--- src/rtl/tick_gen_pkg.sv ---
// tick_gen_pkg: shared constants and the channel-select width helper for tick_gen.
package tick_gen_pkg;

    localparam int unsigned CLK_HZ  = 50_000_000;
    localparam int unsigned HALF_1S = 24_999_999;
    localparam int unsigned HALF_2S = 49_999_999;

    // Channel-select width: at least one bit even for a single channel.
    function automatic int unsigned ch_w(input int unsigned n);
        return (n > 32'd1) ? 32'($clog2(n)) : 32'd1;
    endfunction

endpackage

--- src/rtl/tick_gen_ch.sv ---
// tick_gen_ch: one square-wave channel (half-period register, counter, level and tick strobe).
module tick_gen_ch
    import tick_gen_pkg::*;
#(
    parameter int unsigned CNT_W     = 32,
    parameter int unsigned HALF_INIT = HALF_1S
) (
    input  logic             clk,
    input  logic             rst,
    input  logic             adv,
    input  logic             sync,
    input  logic             we,
    input  logic [CNT_W-1:0] wdata,
    output logic             sq_out,
    output logic             tick
);

    logic [CNT_W-1:0] half;
    logic [CNT_W-1:0] cnt;

    // Terminal value; a write is used for the compare from the following edge.
    always_ff @(posedge clk or negedge rst) begin
        if (!rst) begin
            half <= CNT_W'(HALF_INIT);
        end else if (we) begin
            half <= wdata;
        end
    end

    // Counter, level and strobe; >= lets a shrunk half end the period at the next advance.
    always_ff @(posedge clk or negedge rst) begin
        if (!rst) begin
            cnt    <= '0;
            sq_out <= 1'b0;
            tick   <= 1'b0;
        end else if (sync) begin
            cnt    <= '0;
            sq_out <= 1'b0;
            tick   <= 1'b0;
        end else if (adv) begin
            if (cnt >= half) begin
                cnt    <= '0;
                sq_out <= ~sq_out;
                tick   <= 1'b1;
            end else begin
                cnt    <= cnt + CNT_W'(1);
                tick   <= 1'b0;
            end
        end else begin
            tick <= 1'b0;
        end
    end

endmodule

--- src/rtl/tick_gen.sv ---
// tick_gen: multi-channel programmable square-wave / tick generator.
// Optional shared prescaler enabled by defining TICK_GEN_PRESCALE_EN.
module tick_gen
    import tick_gen_pkg::*;
#(
    parameter  int unsigned CHANNELS  = 2,
    parameter  int unsigned CNT_W     = 32,
    parameter  int unsigned HALF_INIT = 24999999,
    parameter  int unsigned PRESCALE  = 50,
    localparam int unsigned CH_W      = ch_w(CHANNELS)
) (
    input  logic                clk,
    input  logic                rst,
    input  logic [CHANNELS-1:0] ch_en,
    input  logic                cfg_we,
    input  logic [CH_W-1:0]     cfg_ch,
    input  logic [CNT_W-1:0]    cfg_half,
    input  logic                sync,
    output logic [CHANNELS-1:0] sq_out,
    output logic [CHANNELS-1:0] tick,
    output logic                cfg_err
);

    // Reject unusable configurations at elaboration.
    if (CHANNELS < 1 || CHANNELS > 16 || PRESCALE < 1) begin : g_param_check
        $error("tick_gen: CHANNELS must be 1..16 and PRESCALE >= 1");
    end

    logic [CHANNELS-1:0] adv_c;
    logic [CHANNELS-1:0] we_c;
    logic                cfg_bad_c;

`ifdef TICK_GEN_PRESCALE_EN
    localparam int unsigned PS_W = (PRESCALE > 1) ? $clog2(PRESCALE) : 1;

    logic [PS_W-1:0] ps_cnt;
    logic            ps_stb_c;

    assign ps_stb_c = (ps_cnt == PS_W'(PRESCALE - 1));

    // Shared prescaler counting 0..PRESCALE-1; sync restarts it with the channels.
    always_ff @(posedge clk or negedge rst) begin
        if (!rst) begin
            ps_cnt <= '0;
        end else if (sync || ps_stb_c) begin
            ps_cnt <= '0;
        end else begin
            ps_cnt <= ps_cnt + PS_W'(1);
        end
    end

    assign adv_c = ch_en & {CHANNELS{ps_stb_c}};
`else
    assign adv_c = ch_en;
`endif

    // Decode the config write to a one-hot per-channel strobe.
    always_comb begin
        we_c = '0;
        for (int unsigned i = 0; i < CHANNELS; i++) begin
            we_c[i] = cfg_we && (32'(cfg_ch) == i);
        end
    end

    assign cfg_bad_c = cfg_we && (32'(cfg_ch) >= CHANNELS);

    // One-cycle error pulse for writes addressed past the last channel.
    always_ff @(posedge clk or negedge rst) begin
        if (!rst) begin
            cfg_err <= 1'b0;
        end else begin
            cfg_err <= cfg_bad_c;
        end
    end

    for (genvar g = 0; g < CHANNELS; g++) begin : g_ch
        tick_gen_ch #(
            .CNT_W     (CNT_W),
            .HALF_INIT (HALF_INIT)
        ) u_ch (
            .clk    (clk),
            .rst    (rst),
            .adv    (adv_c[g]),
            .sync   (sync),
            .we     (we_c[g]),
            .wdata  (cfg_half),
            .sq_out (sq_out[g]),
            .tick   (tick[g])
        );
    end

endmodule

--- config.mk ---
export PLATFORM = sky130hd
export DESIGN_NAME = tick_gen
export DESIGN_NICKNAME = d
export VERILOG_FILES = /design/src/rtl/tick_gen_pkg.sv /design/src/rtl/tick_gen_ch.sv /design/src/rtl/tick_gen.sv
export SDC_FILE = /design/constraint.sdc
export NUM_CORES = 1
export LEC_CHECK = 0
export BUFFER_PORTS_ARGS = -buffer_cell sky130_fd_sc_hd__buf_4
export CAP_MARGIN = 15
export CORE_MARGIN = 10
export CORE_UTILIZATION = 35
export DETAILED_ROUTE_END_ITERATION = 7
export GPL_TIMING_DRIVEN = 0
export HOLD_SLACK_MARGIN = 0.08
export PLACE_DENSITY = 0.55
export SYNTH_ARGS = -nofsm -noshare
export SYNTH_HDL_FRONTEND = slang
export SYNTH_HIERARCHICAL = 1
export SYNTH_SLANG_ARGS = --single-unit
--- constraint.sdc ---
create_clock -name clk -period 6.5 [get_ports clk]
set_clock_uncertainty 0.1 [all_clocks]
set_input_delay 0.325 -clock clk [delete_from_list [all_inputs] [get_ports clk]]
set_output_delay 0.325 -clock clk [all_outputs]
set_load 0.01 [all_outputs]
==> results by stage <==
Outcome:
- The run finished with clean final reports.

Clock network:
- Clock-pin slew was measured on the worst setup and hold paths at 0.05 ns.
- The later pin in the worst-skew pair is clocked with a latency of 0.41 ns.
- The number of buffers created by CTS is 17.
- The number of gates given a new drive strength after cts is 0.
- The number of setup buffers added after CTS is 0.
- The H-tree generated during clock tree synthesis spans 4 levels.
- For this design, the sink count on the clock tree is 132.
- The clock tree from TritonCTS is built.
- The buffer type at the clock tree root is clkbuf_16.
- The clock passes through at most 2 buffers.

Job:
- The number of max-cap violations is 0.

Die:
- The starting utilization of the core area is 0.356.
- During I/O placement, the number of pins put on the boundary was 44.
- The vertical die dimension is 163 µm.
- The die covers 0.0267 mm².
- The row count is 52.
- The chip width is 163 µm.
- The core region area is 0.0202 mm².

Critical path:
- In this run the register-to-register setup slack is 3.65 ns.
- The highest cell delay on the worst timing path is 0.56 ns.
- The signal on the critical path passes through inv_1 -> ha_1 -> and4_1 -> nand2_1 -> or4_1 -> a311o_1 -> o211ai_2 -> buf_6 -> buf_6 -> nor2_1.
- STA classifies the critical path endpoint as a register.
- The arrival time of data at the critical path endpoint is 3.05 ns.
- The slowest cell on the critical path is or4_1.
- Along the worst path, the maximum fanout reaches 10.
- The most numerous cell type found on the critical path is buf_6.
- The number of buffer and inverter stages on the critical path is 3.
- The sort of element at the start of the critical path is a register.
- The kind of cell with the highest combined delay on the critical path is simple AND/OR/NAND/NOR gates.
- The critical path is of the register to register type.
- STA puts the critical path data required time at 6.70 ns.

Synthesis:
- The share of synthesized area in the top cell type comes to 0.340.
- When the netlist entered floorplanning its net count stood at 870.
- The number of flops mapped to enable cells by yosys is 0.
- The average instance area after synthesis is 9.42 µm².
- The synthesized netlist cell count is 765.
- Counting distinct cell types in the post-synthesis netlist gives 44.
- For this run, the number of Yosys warnings is 6.
- The leading register cell type out of synthesis is dfrtp_1.
- Sorting the synthesized cells by area gives the leading types as dfrtp_1 (34%), dfstp_2 (12%), ha_1 (11%), nand2_1 (5.3%), o21ai_0 (5.3%).
- The sequential share of the synthesized area is 0.464.
- After synthesis the netlist holds a flip-flop and latch count of 132.
- The async set-reset flop share out of synthesis is 1.00.
- dfrtp_1 takes more of the synthesized area than any other cell.
- Summing every instance area after synthesis gives 0.00720 mm².

Drt:
- Summing over every cut layer, the via total after detailed routing is 5420.
- For this block, the initial DRC count from the detailed router was 245.
- After detailed routing, the number of remaining DRC violations is 0.
- Summed over all layers, the routed wires come to 16700 µm.
- The antenna violation net count after detailed routing is 0.
- For this run, the detailed router's first-pass iteration total came to 4.
- The average wire per cell in the routed design is 14.6 µm.
- The average via count per standard cell is 4.75.

GRT:
- The maximum number of pins on one net before global-route repair is 75.
- The total routing usage reported by global routing is 0.132.
- The via count of the first global-routing pass is 5679.
- For this run the aggregate overflow at the end of global routing stands at 0.
- The global-route wire length before repair is 28400 µm.
- The initial antenna violation count is 0.

Power:
- The maximum vdd ir drop is 0.156 mV.
- The leakage power figure is 0.00407 µW.
- The power density over the cells is 238 mW/mm².

STA:
- The final number of setup-violating endpoints is 0.
- The maximum clock frequency is 350 MHz.
- The time the final worst path needs with I/O delays and setup is 2.85 ns.
- Setup repair after global routing left no endpoint under its margin.
- In the final timing run, aggregate negative setup slack is 0 ns.
- The number of pins exceeding their max-slew limit in the final report is 0.
- At the pin with the least slew margin, the transition time is 0.931 ns.
- In the finished design, the share of the clock period the worst path needs comes to 0.439.
- The headroom to the max-slew limit is 0.374.
- The number of endpoints with negative hold slack in the final report came to 0.

Place:
- The number of port buffers is 39.
- The HPWL after detailed placement is 12400 µm.
- The congestion estimate from routability-driven global placement came to 0.832.

Cells and area:
- The number of nets in the finished design is 963.
- In the final layout, the share of cells above drive strength 1 is 0.139.
- Relative to the synthesized area, the layout overhead comes to 22.2%.
- The core occupancy in the finished layout is 0.435.
- The filler cells instantiated in the layout total 1954.
- The count of inserted antenna diode cells is 0.

Worst hold path:
- The worst min-delay path class is primary input to register.
-- kinds of logic after synthesis --
kind of cell / after synthesis / share of synthesized area
mux: 4 / 0.00625
flops: 132 / 0.464
other cells: 1 / 0.000521
simple gates: 265 / 0.172
fa+ha+maj: 66 / 0.115
compound gates: 140 / 0.115
buf+inv: 99 / 0.0568
xor+xnor: 58 / 0.0705
-- cells in the final DEF, fill, tap and decap left out, drive strengths merged, types with 4 or more instances in the layout --
cell type / count
xor2: 42
o211ai: 8
dfstp: 34
and3: 8
a21oi: 29
mux2: 4
inv: 74
nor4: 6
nand3: 20
nand4: 29
a21o: 8
and4: 10
dlygate4sd3: 34
nor3: 6
nand2: 102
buf: 48
nor2: 72
ha: 66
dfrtp: 98
xnor2: 16
o21ai: 76
clkbuf: 46
-- what timing repair did --
action,4_1_cts,5_1_grt
hold buffers,34,0
hold endpoints to repair,110,0
endpoints found under the setup margin,0,0
-- layer usage --
| layer | up-vias | part of all wire | track usage | routed length, µm |
|---|---|---|---|---|
| met5 | - | 0 | 0 | 0 |
| met4 | 0 | 0.027 | 0.0597 | 447 |
| met3 | 29 | 0.014 | 0.0221 | 232 |
| met2 | 46 | 0.50 | 0.222 | 8260 |
| met1 | 2535 | 0.46 | 0.161 | 7730 |
| li1 | 2810 | - | - | - |
-- state kept, by name (all words and copies together) (netlist names) --
signal,flops
g_ch.u_ch/cnt,64
g_ch.u_ch/half,64
g_ch.u_ch/sq_out,2
g_ch.u_ch/tick,2
-- area by class of cell --
cell class | instances | area [µm²] | share of cell area
timing repair buffer | 74 | 664 | 0.0755
multi-input combinational | 534 | 3450 | 0.392
tap | 270 | 338 | 0.0384
buffer | 25 | 131 | 0.0149
clock buffer | 29 | 531 | 0.0603
sequential | 132 | 3350 | 0.380
clock inverter | 3 | 65.1 | 0.00739
inverter | 74 | 278 | 0.0316
-- report_power, final --
group / leakage (µW) / internal, µW / switching [µW] / total (µW)
clock network: 0.000292 / 626 / 329 / 955
logic: 0.00210 / 91.7 / 136 / 227
registers: 0.00167 / 895 / 16.6 / 912
-- final timing paths --
| kind | end | cells past startpoint | startpoint |
|---|---|---|---|
| min in group asynchronous | g_ch[0].u_ch/cnt[27] | 2 | rst |
| setup reg to reg | g_ch[0].u_ch/cnt[25] | 10 | g_ch[0].u_ch/half[14] |
| hold reg to reg | g_ch[1].u_ch/half[1] | 2 | g_ch[1].u_ch/half[1] |
| hold / removal | g_ch[0].u_ch/tick | 3 | ch_en[0] |
| setup / recovery | g_ch[0].u_ch/cnt[25] | 10 | g_ch[0].u_ch/half[14] |
| max in group asynchronous | g_ch[1].u_ch/half[12] | 3 | rst |
-- worst register-to-register path: cells and delay by family, from the launching register on --
| family | cells | cell delay [ns] |
|---|---|---|
| and+or+nand+nor | 4 | 0.95 |
| AOI/OAI and AO/OA | 2 | 0.53 |
| buffers and inverters | 3 | 0.38 |
| adders and majority gates | 1 | 0.29 |
| DFF | 1 | 0.51 |
-- Yosys cell counts, drive strengths merged (3+ instances only) --
cell	n
nand2	102
dfrtp	98
o21ai	76
inv	74
nor2	72
ha	66
xor2	42
dfstp	34
a21oi	29
nand4	29
nand3	20
clkbuf	17
xnor2	16
and4	10
a21o	8
and3	8
buf	8
o211ai	8
nor3	6
nor4	6
mux2	4
and2	3
nand2b	3
or4	3
-- metrics by stage --
step                      instances  worst slack [ns]  power (µW)  instance area (µm²)  hold slack, ns
after floorplan                 765              3.91        1050                 7200         -0.0706
after global placement         1074              3.63        1130                 7840           0.399
after detailed placement       1075              3.60        1140                 7870           0.238
after CTS                      1141              3.60        2130                 8800           0.149
after global routing           1141              3.47        2200                 8800           0.209
final                          1141              3.65        2090                 8800           0.174
Power figures use the tool's default switching activity.
